[config.mk]
export PLATFORM = sky130hd
export DESIGN_NAME = stopwatch_ctrl_fsm_flat
export DESIGN_NICKNAME = d
export VERILOG_FILES = /design/src/rtl/stopwatch_ctrl_fsm_if.sv /design/src/rtl/stopwatch_ctrl_fsm.sv /design/src/flat_wrapper.sv
export SDC_FILE = /design/constraint.sdc
export NUM_CORES = 1
export LEC_CHECK = 0
export CORE_ASPECT_RATIO = 1.5
export CORE_MARGIN = 4
export CORE_UTILIZATION = 30
export DETAILED_ROUTE_END_ITERATION = 12
export SLEW_MARGIN = 20
export SYNTH_ARGS = -nofsm -noshare
export SYNTH_HDL_FRONTEND = slang
export SYNTH_SLANG_ARGS = --single-unit
[constraint.sdc]
create_clock -name clk -period 2.4 [get_ports clk]
set_input_delay 0.48 -clock clk [delete_from_list [all_inputs] [get_ports clk]]
set_output_delay 0.48 -clock clk [all_outputs]
set_load 0.005 [all_outputs]
[src/rtl/stopwatch_ctrl_fsm_if.sv]
// Switch inputs and run-control outputs of the stopwatch sequencer.
// master: switch/board side driving raw switches; slave: the sequencer.
interface stopwatch_ctrl_fsm_if;
    logic       start;
    logic       stop;
    logic       reset;
    logic       lap;
    logic       enable_count;
    logic       reset_count;
    logic       freeze;
    logic [2:0] state;

    modport master (
        output start, stop, reset, lap,
        input  enable_count, reset_count, freeze, state
    );

    modport slave (
        input  start, stop, reset, lap,
        output enable_count, reset_count, freeze, state
    );
endinterface

[src/rtl/stopwatch_ctrl_fsm.sv]
// Stopwatch run-control sequencer: synchronises, debounces and edge-detects
// the raw start/stop/reset/lap switches and sequences IDLE/RUN/PAUSE/LAP/CLEAR.
// Optional lap/split support is built only when STOPWATCH_LAP_EN is defined;
// otherwise the lap switch is ignored, LAP is unreachable and freeze is 0.
module stopwatch_ctrl_fsm #(
    parameter int unsigned DB_CYCLES  = 1000000,
    parameter int unsigned CLR_CYCLES = 100000001
) (
    input logic                 clk,
    input logic                 rst_n,
    stopwatch_ctrl_fsm_if.slave bus
);

    localparam int unsigned DB_W  = (DB_CYCLES > 1) ? $clog2(DB_CYCLES) : 1;
    localparam int unsigned CLR_W = (CLR_CYCLES > 1) ? $clog2(CLR_CYCLES) : 1;
`ifdef STOPWATCH_LAP_EN
    localparam int unsigned NSW = 4;
`else
    localparam int unsigned NSW = 3;
`endif
    localparam logic [DB_W-1:0]  DB_LAST  = DB_W'(DB_CYCLES - 1);
    localparam logic [CLR_W-1:0] CLR_LAST = CLR_W'(CLR_CYCLES - 1);

    typedef enum logic [2:0] {
        IDLE  = 3'd0,
        RUN   = 3'd1,
        PAUSE = 3'd2,
        LAP   = 3'd3,
        CLEAR = 3'd4
    } state_t;

    // Switch bit order: 0=start, 1=stop, 2=reset, 3=lap (lap only when enabled)
    logic [NSW-1:0]           raw;
    logic [NSW-1:0]           sync_a;
    logic [NSW-1:0]           sync_b;
    logic [NSW-1:0]           db;
    logic [NSW-1:0]           db_d;
    logic [NSW-1:0]           rise;
    logic [NSW-1:0][DB_W-1:0] db_cnt;

    logic             p_start, p_stop, p_reset, p_lap;
    logic             a_start, a_stop, a_lap;
    logic [2:0]       state_q, next_state;
    logic [CLR_W-1:0] clr_cnt, clr_next;
    logic             en_q, rc_q;

`ifdef STOPWATCH_LAP_EN
    assign raw = {bus.lap, bus.reset, bus.stop, bus.start};
`else
    assign raw = {bus.reset, bus.stop, bus.start};
`endif

    // Two-flop synchroniser for the asynchronous switch inputs
    always_ff @(posedge clk or negedge rst_n) begin
        if (!rst_n) begin
            sync_a <= '0;
            sync_b <= '0;
        end else begin
            sync_a <= raw;
            sync_b <= sync_a;
        end
    end

    // Debounce: level follows the synced input after DB_CYCLES stable cycles
    always_ff @(posedge clk or negedge rst_n) begin
        if (!rst_n) begin
            db     <= '0;
            db_d   <= '0;
            db_cnt <= '0;
        end else begin
            db_d <= db;
            for (int i = 0; i < int'(NSW); i++) begin
                if (sync_b[i] != db[i]) begin
                    if (db_cnt[i] == DB_LAST) begin
                        db[i]     <= sync_b[i];
                        db_cnt[i] <= '0;
                    end else begin
                        db_cnt[i] <= db_cnt[i] + DB_W'(1);
                    end
                end else begin
                    db_cnt[i] <= '0;
                end
            end
        end
    end

    assign rise    = db & ~db_d;
    assign p_start = rise[0];
    assign p_stop  = rise[1];
    assign p_reset = rise[2];
`ifdef STOPWATCH_LAP_EN
    assign p_lap   = rise[3];
`else
    assign p_lap   = 1'b0;
`endif

    // Only the highest-priority pulse acts (reset > stop > start > lap)
    assign a_stop  = p_stop & ~p_reset;
    assign a_start = p_start & ~p_stop & ~p_reset;
    assign a_lap   = p_lap & ~p_start & ~p_stop & ~p_reset;

    // Next-state and clear-hold counter
    always_comb begin
        next_state = state_q;
        clr_next   = clr_cnt;
        case (state_q)
            IDLE: begin
                if (a_start) next_state = RUN;
            end
            RUN: begin
                if (a_stop)     next_state = PAUSE;
                else if (a_lap) next_state = LAP;
            end
            LAP: begin
                if (a_stop)     next_state = PAUSE;
                else if (a_lap) next_state = RUN;
            end
            PAUSE: begin
                if (a_start) next_state = RUN;
            end
            CLEAR: begin
                if (clr_cnt == CLR_LAST) begin
                    next_state = IDLE;
                    clr_next   = '0;
                end else begin
                    clr_next = clr_cnt + CLR_W'(1);
                end
            end
            default: begin
                next_state = IDLE;
                clr_next   = '0;
            end
        endcase
        // Reset from any legal state, restarting the hold if already clearing
        if (p_reset && (state_q <= CLEAR)) begin
            next_state = CLEAR;
            clr_next   = '0;
        end
    end

    // State register with outputs decoded from the next state
    always_ff @(posedge clk or negedge rst_n) begin
        if (!rst_n) begin
            state_q <= IDLE;
            clr_cnt <= '0;
            en_q    <= 1'b0;
            rc_q    <= 1'b0;
        end else begin
            state_q <= next_state;
            clr_cnt <= clr_next;
            en_q    <= (next_state == RUN) || (next_state == LAP);
            rc_q    <= (next_state == CLEAR);
        end
    end

`ifdef STOPWATCH_LAP_EN
    logic fr_q;

    // Display freeze held only while in LAP
    always_ff @(posedge clk or negedge rst_n) begin
        if (!rst_n) begin
            fr_q <= 1'b0;
        end else begin
            fr_q <= (next_state == LAP);
        end
    end

    assign bus.freeze = fr_q;
`else
    assign bus.freeze = 1'b0;
`endif

    assign bus.state        = state_q;
    assign bus.enable_count = en_q;
    assign bus.reset_count  = rc_q;

endmodule

[src/flat_wrapper.sv]
// flat-port wrapper written by rule: the top's interface ports become plain ports
module stopwatch_ctrl_fsm_flat 
#(
    parameter int unsigned DB_CYCLES  = 1000000,
    parameter int unsigned CLR_CYCLES = 100000001
)
  (clk, rst_n, bus_start, bus_stop, bus_reset, bus_lap, bus_enable_count, bus_reset_count, bus_freeze, bus_state);
  stopwatch_ctrl_fsm_if bus_i ();
  input logic clk;
  input logic rst_n;
  input wire logic [$bits(bus_i.start)-1:0] bus_start;
  input wire logic [$bits(bus_i.stop)-1:0] bus_stop;
  input wire logic [$bits(bus_i.reset)-1:0] bus_reset;
  input wire logic [$bits(bus_i.lap)-1:0] bus_lap;
  output wire logic [$bits(bus_i.enable_count)-1:0] bus_enable_count;
  output wire logic [$bits(bus_i.reset_count)-1:0] bus_reset_count;
  output wire logic [$bits(bus_i.freeze)-1:0] bus_freeze;
  output wire logic [$bits(bus_i.state)-1:0] bus_state;
  assign bus_i.start = bus_start;
  assign bus_i.stop = bus_stop;
  assign bus_i.reset = bus_reset;
  assign bus_i.lap = bus_lap;
  assign bus_enable_count = bus_i.enable_count;
  assign bus_reset_count = bus_i.reset_count;
  assign bus_freeze = bus_i.freeze;
  assign bus_state = bus_i.state;
  stopwatch_ctrl_fsm #(.DB_CYCLES(DB_CYCLES), .CLR_CYCLES(CLR_CYCLES)) u_core (.clk(clk), .rst_n(rst_n), .bus(bus_i));
endmodule
After elaboration in Yosys (flattened, before gate mapping)
Index checks and enable logic that the tools add are counted.
{"block": "op_classes", "muxes": 14, "order_cmp": 1, "n_reduce_logical": 9, "bitwise": 7, "eq_ne": 15, "addsub": 4}
{"op": "2-to-1 mux 20 bit", "count": 6}
{"op": "adder 20 x 1 -> 20 bit (second input constant)", "count": 3}
{"op": "== test 20 bit (second input constant)", "count": 3}
{"op": "2-to-1 mux 27 bit", "count": 2}
{"op": "one-hot mux 27 bit (2 select lines)", "count": 1}
{"op": "adder 27 x 1 -> 27 bit (second input constant)", "count": 1}
{"op": "== test 27 bit (second input constant)", "count": 1}
{"op": "2-to-1 mux 3 bit", "count": 4}
{"op": "== test 3 x 2 -> 1 bit (second input constant)", "count": 3}
{"op": "one-hot mux 3 bit (3 select lines)", "count": 1}
{"op": "== test 3 x 1 -> 1 bit (second input constant)", "count": 2}
{"op": "== test 3 bit (second input constant)", "count": 2}
{"op": "AND reduction 2 bit", "count": 3}
{"op": "OR reduction 2 bit", "count": 2}
{"op": "OR reduction 4 bit", "count": 1}
{"op": "bitwise AND 1 bit", "count": 3}
{"op": "bitwise AND 3 bit", "count": 1}
{"op": "<= comparator 3 bit (second input constant)", "count": 1}
{"op": "logical NOT 3 bit", "count": 1}
{"op": "!= test 1 bit", "count": 3}
{"op": "inverter 3 bit", "count": 1}
{"op": "!= test 2 x 1 -> 1 bit (second input constant)", "count": 1}
{"op": "inverter 1 bit", "count": 2}
{"op": "logical AND 1 bit", "count": 1}
{"op": "logical OR 1 bit", "count": 1}
{"block": "totals", "out_inout_bits": 6, "regBits": 104}

Depth between registers and ports, before layout
Gate-level depths: netlist (run 1).
{"block": "depth", "word_depth": 10, "ltp_mapped": 8, "mapped_depth_nobuf": 7}

Worst setup path after synthesis (run 1)
OpenSTA, ideal clock, no wires.
{"block": "synth_timing", "kind": "register to register", "start": "register u_core.clr_cnt[5]", "end": "register u_core.clr_cnt[21]", "n_path_buf": 1, "required_time_ns": 2.318, "setup_time_ns": 0.082, "arrival_time_ns": 2.052, "path_stages_with_launch": 7, "slack_ns": 0.266, "synth_period_minus_slack_ns": 2.134, "path_cell_list": "dfrtp_1 nand4_2 or3_1 buf_6 or4_4 or4_1 a31oi_1"}
{"block": "synth_via", "elab_chain_len": 4, "elab_cells_between_ends": 5}
{"element": "start: declaration", "line_no": "stopwatch_ctrl_fsm.sv:44", "text": "logic [CLR_W-1:0] clr_cnt, clr_next;"}
{"element": "start signal: assignment", "line_no": "stopwatch_ctrl_fsm.sv:150", "text": "clr_cnt <= clr_next;"}
{"element": "adder 27 x 1 -> 27 bit / == test 27 bit (equally long branches)", "line_no": "stopwatch_ctrl_fsm.sv:126, stopwatch_ctrl_fsm.sv:122"}
{"element": "2-to-1 mux 27 bit (*)", "line_no": "stopwatch_ctrl_fsm.sv:122", "text": "if (clr_cnt == CLR_LAST) begin"}
{"element": "one-hot mux 27 bit (2 select lines) (*)", "line_no": "stopwatch_ctrl_fsm.sv:106", "text": "case (state_q)"}
{"element": "2-to-1 mux 27 bit (*)", "line_no": "stopwatch_ctrl_fsm.sv:135", "text": "if (p_reset && (state_q <= CLEAR)) begin"}
Mark *: on every way between the ends. The rest lies on a longest branch, timed or not.
A chain may end at the register's enable or synchronous reset.

Worst setup path after layout (run 1)
{"block": "layout_timing", "start": "register u_core.clr_cnt[4]", "end": "register u_core.clr_cnt[10]"}
The elaborated chain is that of the path after synthesis.

==> results of run 1 <==
==> cell type report <==
| type | count | area (um^2) |
|---|---|---|
| repair buffers | 22 | 210.2 |
| clock buffers | 10 | 239.0 |
| inverters | 13 | 48.80 |
| well taps | 206 | 257.7 |
| fillers | 1639 | 10610 |
| flip-flops and latches | 104 | 2603 |
| multi-input cells | 372 | 2237 |
| clock inverters | 6 | 52.55 |
==> power by group <==
group          internal (mW)  leakage, nW  switching, mW
registers               1.77         1.43         0.0143
clock network          0.747        0.137          0.672
logic                 0.0293        0.774         0.0659
==> logic make-up (layout without fill, tap and decap cells) <==
group           Yosys count  count (layout)  share of synthesized area
flops                   104             104                     0.5239
fa+ha+maj                 5               5                    0.01259
mux                       3               3                   0.006801
simple gates            265             265                     0.2655
compound gates           20              20                    0.02720
xor+xnor                 78              78                     0.1375
other cells               1               1                  0.0007549
buf+inv                  31              51                    0.02569
==> how the worst max path moves through the flow <==
stage / to / slack [ps] / depth (start not counted)
finish: u_core.clr_cnt[10] / 210 / 6
global route: u_core.clr_cnt[5] / 100 / 6
CTS: u_core.clr_cnt[10] / 210 / 6
detailed placement: u_core.clr_cnt[6] / 230 / 6
global placement: u_core.clr_cnt[19] / 280 / 6
floorplan: u_core.clr_cnt[21] / 270 / 6
==> routing by layer <==
metal  up-vias  wire length [um]  track usage
met1      1754              3962       0.1224
li1       1753                 -            -
met5         -                 0            0
met3        23               219      0.01932
met2        41              4972       0.1931
met4         0               362      0.06233
==> sequential cells by signal (all words and copies together), names as in the netlist <==
name / cells
u_core.bus.enable_count: 1
u_core.db_d: 3
u_core.db: 3
u_core.db_cnt: 60
u_core.sync_a: 3
u_core.bus.reset_count: 1
u_core.bus.state: 3
u_core.sync_b: 3
u_core.clr_cnt: 27
==> metrics by stage <==
| step | util | instance area (um^2) |
|---|---|---|
| finish | 0.3473 | 5648 |
| global route | 0.3473 | 5648 |
| CTS | 0.3473 | 5648 |
| detailed placement | 0.3294 | 5356 |
| global placement | 0.3294 | 5356 |
| floorplan | - | 4967 |
==> worst reg2reg max path, delay by kind of cell (launching register included) <==
kind            cells  cell delay (ps)
compound gates      3              680
buf+inv             1              220
flops               1              450
simple gates        2              710
==> cells in the final DEF, fill, tap and decap left out, types with 3 or more instances in the layout <==
| cell | n |
|---|---|
| sky130_fd_sc_hd__dfrtp_1 | 104 |
| sky130_fd_sc_hd__nor2_1 | 98 |
| sky130_fd_sc_hd__xnor2_1 | 40 |
| sky130_fd_sc_hd__nand2_1 | 38 |
| sky130_fd_sc_hd__xor2_1 | 38 |
| sky130_fd_sc_hd__nand3_1 | 32 |
| sky130_fd_sc_hd__nand4_1 | 19 |
| sky130_fd_sc_hd__nor3_1 | 16 |
| sky130_fd_sc_hd__nor4_1 | 14 |
| sky130_fd_sc_hd__inv_1 | 12 |
| sky130_fd_sc_hd__buf_4 | 12 |
| sky130_fd_sc_hd__clkbuf_16 | 9 |
| sky130_fd_sc_hd__clkdlybuf4s50_1 | 8 |
| sky130_fd_sc_hd__a21oi_1 | 7 |
| sky130_fd_sc_hd__and4_1 | 7 |
| sky130_fd_sc_hd__nor4b_1 | 6 |
| sky130_fd_sc_hd__and3_1 | 6 |
| sky130_fd_sc_hd__nand2b_1 | 5 |
| sky130_fd_sc_hd__ha_1 | 5 |
| sky130_fd_sc_hd__nor2b_1 | 4 |
| sky130_fd_sc_hd__and2_1 | 4 |
| sky130_fd_sc_hd__nand3b_1 | 3 |
| sky130_fd_sc_hd__or4_1 | 3 |
| sky130_fd_sc_hd__mux2_2 | 3 |
==> reports/summary.txt, run 1 <==
========================================================================================
Run status                                                                     completed
Number of primary I/O pins                                                            12
Reg-to-Reg Start                                                            u_core.clr_cnt[4]
Placeable core area                                                           16260 um^2
Proportion of synthesized flip-flops having asynchronous set or reset              1.000
Area added between synthesis and finish                                           13.70%
Number of violations reported at the end of detailed-routing iteration 0             193
Final Instance Count excl. Fillers                                                   733
Number of synthesized flops with an enable pin                                         0
Netlist area before placement                                                  4967 um^2
Slew at the pin closest to its max-slew limit                                   652.9 ps
Vias in the first global route                                                      3691
Count of buffers inserted at the top-level ports                                       9
Minimum clock period                                                             2189 ps
Vias after detailed routing                                                         3571
Horiz. Die Dim                                                                  113.1 um
Crit path max-delay cell type                                               sky130_fd_sc_hd__nor4_1
Max rail drop VDD                                                               290.5 uV
CP startpoint                                                               u_core.clr_cnt[4]
Final Setup Violations                                                                 0
Fmax                                                                           456.9 MHz
CP Cell Sequence                                                            nor4_1 -> nand4_1 -> o31a_1 -> o21ai_1 -> buf_4 -> a21oi_1
Slew headroom                                                                     0.5607
Number of synthesized register bits                                                  104
Placed Cells                                                                         717
Worst-case setup slack after placement                                          233.5 ps
Worst skew pair latency                                                           350 ps
Half-perimeter wire length of the detailed placement result                      6782 um
Maximum root-to-sink buffer count                                                      2
Slew Viols, Final                                                                      0
Destination of the worst register-to-register timing path                   u_core.clr_cnt[10]
Initial core utilization                                                          0.3055
Drt drc                                                                                0
Post-synth top area cell                                                    sky130_fd_sc_hd__dfrtp_1
Synth warnings                                                                         0
Category of the most critical setup path                                    register to register
Largest stage delay on the critical path                                          480 ps
Root buffer cell                                                            sky130_fd_sc_hd__clkbuf_16
Remaining global-route overflow                                                        0
Detailed-route wire length                                                       9517 um
Total number of clock tree sinks                                                     104
Seq/Total Area, Yosys                                                             0.5239
FF-to-FF setup slack                                                              210 ps
Post-CTS sizing                                                                        0
Static leakage                                                                  2.343 nW
Antenna violation net count after detailed routing                                     0
Predominant post-synthesis flop cell                                        sky130_fd_sc_hd__dfrtp_1
Share of Yosys cell area claimed by the top area cell type                        0.5239
Antenna diodes                                                                         0
Worst path setup slack after routing                                            211.2 ps
Number of nets in the layout                                                         533
Wire length of the first global-routing pass                                    16670 um
Tcrit/Tclk final                                                                  0.9120
R2R cell count                                                                         6
Number of buffers added for setup after CTS                                            0
Number of nets produced by synthesis                                                 518
Y dimension of the die                                                          165.6 um
Clock-pin transition on the worst setup and hold timing paths                      70 ps
Routability Congestion                                                            0.8402
Power after layout                                                              3.297 mW
Largest cells by area after synthesis                                       sky130_fd_sc_hd__dfrtp_1 52%, sky130_fd_sc_hd__nor2_1 7.4%, sky130_fd_sc_hd__xnor2_1 7.1%
Maximum capacitance violations                                                         0
# H-tree levels                                                                        3
Category of the worst setup path capture point                                  register
Clock tree from TritonCTS                                                           done
Fraction of final layout cells with drive strength greater than 1                0.07400
Number of hold buffers added after CTS                                                 0
Site row count                                                                        57
Leading post-synthesis cells by instance count                              104 x sky130_fd_sc_hd__dfrtp_1, 98 x sky130_fd_sc_hd__nor2_1, 40 x sky130_fd_sc_hd__xnor2_1
Classification of the worst-slack hold path                                 primary input to asynchronous set/reset pin
Power density normalized to cell area                                       583.7 nW/um^2
Pin count of the biggest net entering global routing                                  49
Largest fanout on the critical path                                                   12
1st-pass router iterations                                                             4
Routed vias/inst                                                                   4.872
Average cell area after synthesis                                             9.797 um^2
Summed negative setup slack over all endpoints                                      0 ps
Final Hold Viols                                                                       0
Clock tree skew after final layout                                              9.895 ps
Buffer and inverter count on the worst path                                            1
Count of cell types in the netlist                                                    44
All-Layer GR Usage                                                                0.1089
Synthesized instance count                                                           507
Hold slack                                                                      161.2 ps
Average detailed-routed wire length per instance                                12.98 um
Number of antenna violations at the first check in global routing                      0
Floorplan die area                                                            18720 um^2
Number of buffers inserted during clock tree synthesis                                 9
Category of cells accounting for the largest share of critical-path delay   simple AND/OR/NAND/NOR gates
Arrival time reported for the critical path endpoint                             2410 ps
Critical Path Source Type                                                       register
CP required                                                                      2630 ps
RSZ-0062 raised after global routing                                                  no
Most repeated cell in the gate-level netlist after synthesis                sky130_fd_sc_hd__dfrtp_1
========================================================================================
No activity file was read; power rests on OpenSTA's default activity.
==> run 2: changes to the inputs <==
--- a/config.mk
+++ b/config.mk
@@ -8,6 +8,7 @@
 export CORE_ASPECT_RATIO = 1.5
 export CORE_MARGIN = 4
 export CORE_UTILIZATION = 30
+export CTS_CLUSTER_DIAMETER = 150
 export DETAILED_ROUTE_END_ITERATION = 12
 export SLEW_MARGIN = 20
 export SYNTH_ARGS = -nofsm -noshare
==> results of run 2 <==
No change in the layout: final DEF, timing and power equal those of run 1.
